File: config.mk
export PLATFORM = sky130hd
export DESIGN_NAME = shifter_unit
export DESIGN_NICKNAME = d
export VERILOG_FILES = /design/src/rtl/shifter_unit.sv
export SDC_FILE = /design/constraint.sdc
export NUM_CORES = 1
export LEC_CHECK = 0
export ABC_AREA = 1
export CAP_MARGIN = 5
export CORE_MARGIN = 5
export CORE_UTILIZATION = 45
export CTS_CLUSTER_DIAMETER = 30
export CTS_CLUSTER_SIZE = 12
export DETAILED_ROUTE_END_ITERATION = 7
export DONT_BUFFER_PORTS = 1
export PLACE_DENSITY = 0.64
export SLEW_MARGIN = 0
export SYNTH_ARGS = -nofsm -noshare
export SYNTH_HDL_FRONTEND = slang
export SYNTH_SLANG_ARGS = --single-unit
File: constraint.sdc
create_clock -name clk -period 1.3 [get_ports clk]
set_input_delay 0.26 -clock clk [delete_from_list [all_inputs] [get_ports clk]]
set_output_delay 0.26 -clock clk [all_outputs]
set_load 0.005 [all_outputs]
File: src/rtl/shifter_unit.sv
// shifter_unit: registered single-bit shifter (pass / LSL1 / LSR1 / ASR1).
// The operand is accepted when in_valid=1. The result appears one clock later
// with out_valid. All outputs come straight from flops.
// Optional status flags (carry_out, zero, neg) are present only when the
// SHIFTER_FLAGS_EN macro is defined.
module shifter_unit #(
   parameter int WIDTH = 16
) (
   input  logic             clk,
   input  logic             reset,
   input  logic             in_valid,
   input  logic [WIDTH-1:0] in,
   input  logic [1:0]       shift,
`ifdef SHIFTER_FLAGS_EN
   output logic             carry_out,
   output logic             zero,
   output logic             neg,
`endif
   output logic             out_valid,
   output logic [WIDTH-1:0] out
);

   localparam logic [1:0] OP_PASS = 2'b00;
   localparam logic [1:0] OP_LSL1 = 2'b01;
   localparam logic [1:0] OP_LSR1 = 2'b10;
   localparam logic [1:0] OP_ASR1 = 2'b11;

   // Shifted value for one operation; the distance is always exactly one bit.
   function automatic logic [WIDTH-1:0] shift_result(input logic [WIDTH-1:0] a,
                                                     input logic [1:0]       op);
      logic [WIDTH-1:0] r;
      case (op)
         OP_PASS: r = a;
         OP_LSL1: r = {a[WIDTH-2:0], 1'b0};
         OP_LSR1: r = {1'b0, a[WIDTH-1:1]};
         OP_ASR1: r = {a[WIDTH-1], a[WIDTH-1:1]};
         default: r = a;
      endcase
      return r;
   endfunction

`ifdef SHIFTER_FLAGS_EN
   // The bit that falls off the end; pass has no shifted-out bit.
   function automatic logic shift_carry(input logic [WIDTH-1:0] a,
                                        input logic [1:0]       op);
      logic c;
      case (op)
         OP_PASS: c = 1'b0;
         OP_LSL1: c = a[WIDTH-1];
         OP_LSR1: c = a[0];
         OP_ASR1: c = a[0];
         default: c = 1'b0;
      endcase
      return c;
   endfunction
`endif

   logic [WIDTH-1:0] result_s;
   logic [WIDTH-1:0] out_r;
   logic             out_valid_r;

   // Combinational shift of the presented operand. It is only consumed when
   // in_valid=1, so X values on an idle cycle never reach the registers.
   always_comb begin
      result_s = shift_result(in, shift);
   end

   // Result register. Reset has priority, and an idle cycle holds the data.
   always_ff @(posedge clk) begin
      if (reset) begin
         out_r       <= {WIDTH{1'b0}};
         out_valid_r <= 1'b0;
      end else if (in_valid) begin
         out_r       <= result_s;
         out_valid_r <= 1'b1;
      end else begin
         out_r       <= out_r;
         out_valid_r <= 1'b0;
      end
   end

   assign out       = out_r;
   assign out_valid = out_valid_r;

`ifdef SHIFTER_FLAGS_EN
   logic carry_s;
   logic carry_r;
   logic zero_r;
   logic neg_r;

   // Shifted-out bit for the presented operand.
   always_comb begin
      carry_s = shift_carry(in, shift);
   end

   // Flag registers share the enable and reset of the result register.
   // The flags are derived from the result, not from the operand.
   always_ff @(posedge clk) begin
      if (reset) begin
         carry_r <= 1'b0;
         zero_r  <= 1'b0;
         neg_r   <= 1'b0;
      end else if (in_valid) begin
         carry_r <= carry_s;
         zero_r  <= (result_s == {WIDTH{1'b0}});
         neg_r   <= result_s[WIDTH-1];
      end else begin
         carry_r <= carry_r;
         zero_r  <= zero_r;
         neg_r   <= neg_r;
      end
   end

   assign carry_out = carry_r;
   assign zero      = zero_r;
   assign neg       = neg_r;
`endif

endmodule

==> impl_metrics.json <==
{
  "status": "finished, final reports clean",
  "min_period_ns": 0.925,
  "drt_wl_total_um": 2380,
  "critPathArrivalTime_ns": 0.67,
  "postRouteAntennaNets": 0,
  "dp_hpwl_um": 1670,
  "drt_first_pass_iters": 4,
  "critPathMaxFanout": 2,
  "cts_resized": 0,
  "crit_type": "reg -> out",
  "fmax_ghz": 1.08,
  "grt_max_degree": 19,
  "h-tree-depth": 1,
  "path_clk_slew_ns": 0.10,
  "seq_area_frac_synth_pct": 33.0,
  "std_cell_rows": 17,
  "p_per_area_nw_per_um2": 1030,
  "wl_per_cell_um": 13.3,
  "synthTopCellsByArea": "dfxtp_1 (33%), nand3_1 (14%), nand2_1 (11%)",
  "rsz0062_at_grt": "no",
  "synth_area_per_cell_um2": 6.53,
  "drc": 0,
  "start_kind": "register",
  "antenna_cells": 0,
  "place_congestion": 0.784,
  "synth.most_common_cell": "nand2_1",
  "numCtsBuffers": 3,
  "placed_area_um2": 963,
  "synth_top_area_share_pct": 33.0,
  "vias_per_cell": 5.21,
  "setup_viol": 0,
  "clk_latency_ns": 0.29,
  "dieWidth_um": 57.9,
  "numPortBuffers": 0,
  "hold_buffers": 0,
  "dieArea_um2": 3350,
  "netlist_area_um2": 1030,
  "end_kind": "output pin",
  "cts_tree": "done",
  "layout.nets": 173,
  "core_area_um2": 2190,
  "cts_root_buf": "clkbuf_4",
  "clock-sinks": 17,
  "slew_headroom_pct": 86.5,
  "finalSetupTns_ns": 0,
  "antenna_found_initial": 0,
  "grt_pass1_vias": 823,
  "final.setup_skew_ns": 0,
  "required_ns": 1.04,
  "grt_first_pass_wirelength_um": 3880,
  "syn_to_final_growth_pct": -4.12,
  "io_pins": 38,
  "final_area_um2": 990,
  "drive_above_1_share_pct": 7.28,
  "postCtsSetupBuffers": 0,
  "hold_viol_final": 0,
  "yosysTopAreaCell": "dfxtp_1",
  "syn_nets": 179,
  "gr-total-overflow": 0,
  "synth_cell_types": 18,
  "drtIter0Drc": 25,
  "min_from": "reset",
  "synth_top_cells_by_count": "nand2_1 (31), nand3_1 (29), nor2_1 (28)",
  "synth_cells": 158,
  "drv_slew": 0,
  "start_util_pct": 47.1,
  "r2r_start": "out[15]",
  "synth_ff_type": "dfxtp_1",
  "ir_drop_mv": 0.450,
  "period_share_pct": 71.2,
  "synth_edf_count": 0,
  "leakage_uw": 0.000496,
  "die_h_um": 57.9,
  "clockBufferDepth": 2,
  "async_flop_share_pct": 0,
  "worst_hold_path_type": "in -> reg",
  "ys_ff_latch": 17,
  "grt_usage_pct": 14.7,
  "worstMarginPinSlew_ns": 0.200,
  "startpoint": "out[11]",
  "drv_cap": 0,
  "vias": 932,
  "ys_warn_count": 0
}
==> report_power, final <==
part,total (uW),switching (uW),internal (uW)
clock network,290,170,119
registers,588,28.2,560
logic,143,79.6,63.8
==> final cells by class <==
cell class | count | area, um^2
flip-flops and latches | 17 | 340
clock buffers | 4 | 26.3
well taps | 28 | 35.0
inverters | 19 | 76.3
multi-input cells | 111 | 512
fillers | 225 | 1200
==> through the flow <==
stage               hold slack (ns)  setup WS (ns)  power, uW  std cells  utilization [%]
global route                0.00581          0.325       1090        179             45.2
finish                       0.0307          0.375       1020        179             45.2
global placement              0.340          0.539        741        175             44.0
floorplan                     0.405          0.383        774        158                -
detailed placement            0.343          0.526        745        175             44.0
CTS                          0.0264          0.362       1030        179             45.2
==> placed cells by master, fill, tap and decap left out, types with 2 or more instances in the layout <==
cell,n
nand2_1,31
inv_1,17
a21oi_2,2
clkbuf_4,3
dfxtp_1,17
nand3_1,29
a21oi_1,15
inv_4,2
nor2_1,28
o21ai_0,2
==> final timing paths <==
path	depth (start not counted)	slack, ns	endpoint
setup / recovery	0	0.37	out[11]
hold / removal	1	0.03	out_valid
setup reg to reg	2	0.62	out[15]
hold reg to reg	4	0.58	out[9]
==> sequential cells by signal, indices dropped and copies added, names as in the netlist <==
register / flops
out: 16
out_valid: 1
==> kinds of logic (layout without fill, tap and decap cells) <==
family / after synthesis / count (layout) / synth area share, %
flip-flops: 17 / 17 / 33.0
buffers and inverters: 30 / 23 / 17.5
AO/OA/AOI/OAI: 19 / 19 / 9.94
AND/OR/NAND/NOR: 92 / 92 / 39.6
==> metal layers <==
layer,wire [um],GRT usage [%]
met5,0,0
met4,44,7.28
met3,309,7.35
met2,1050,22.3
met1,972,17.0
Note: power is estimated with default switching activity, not from simulation.
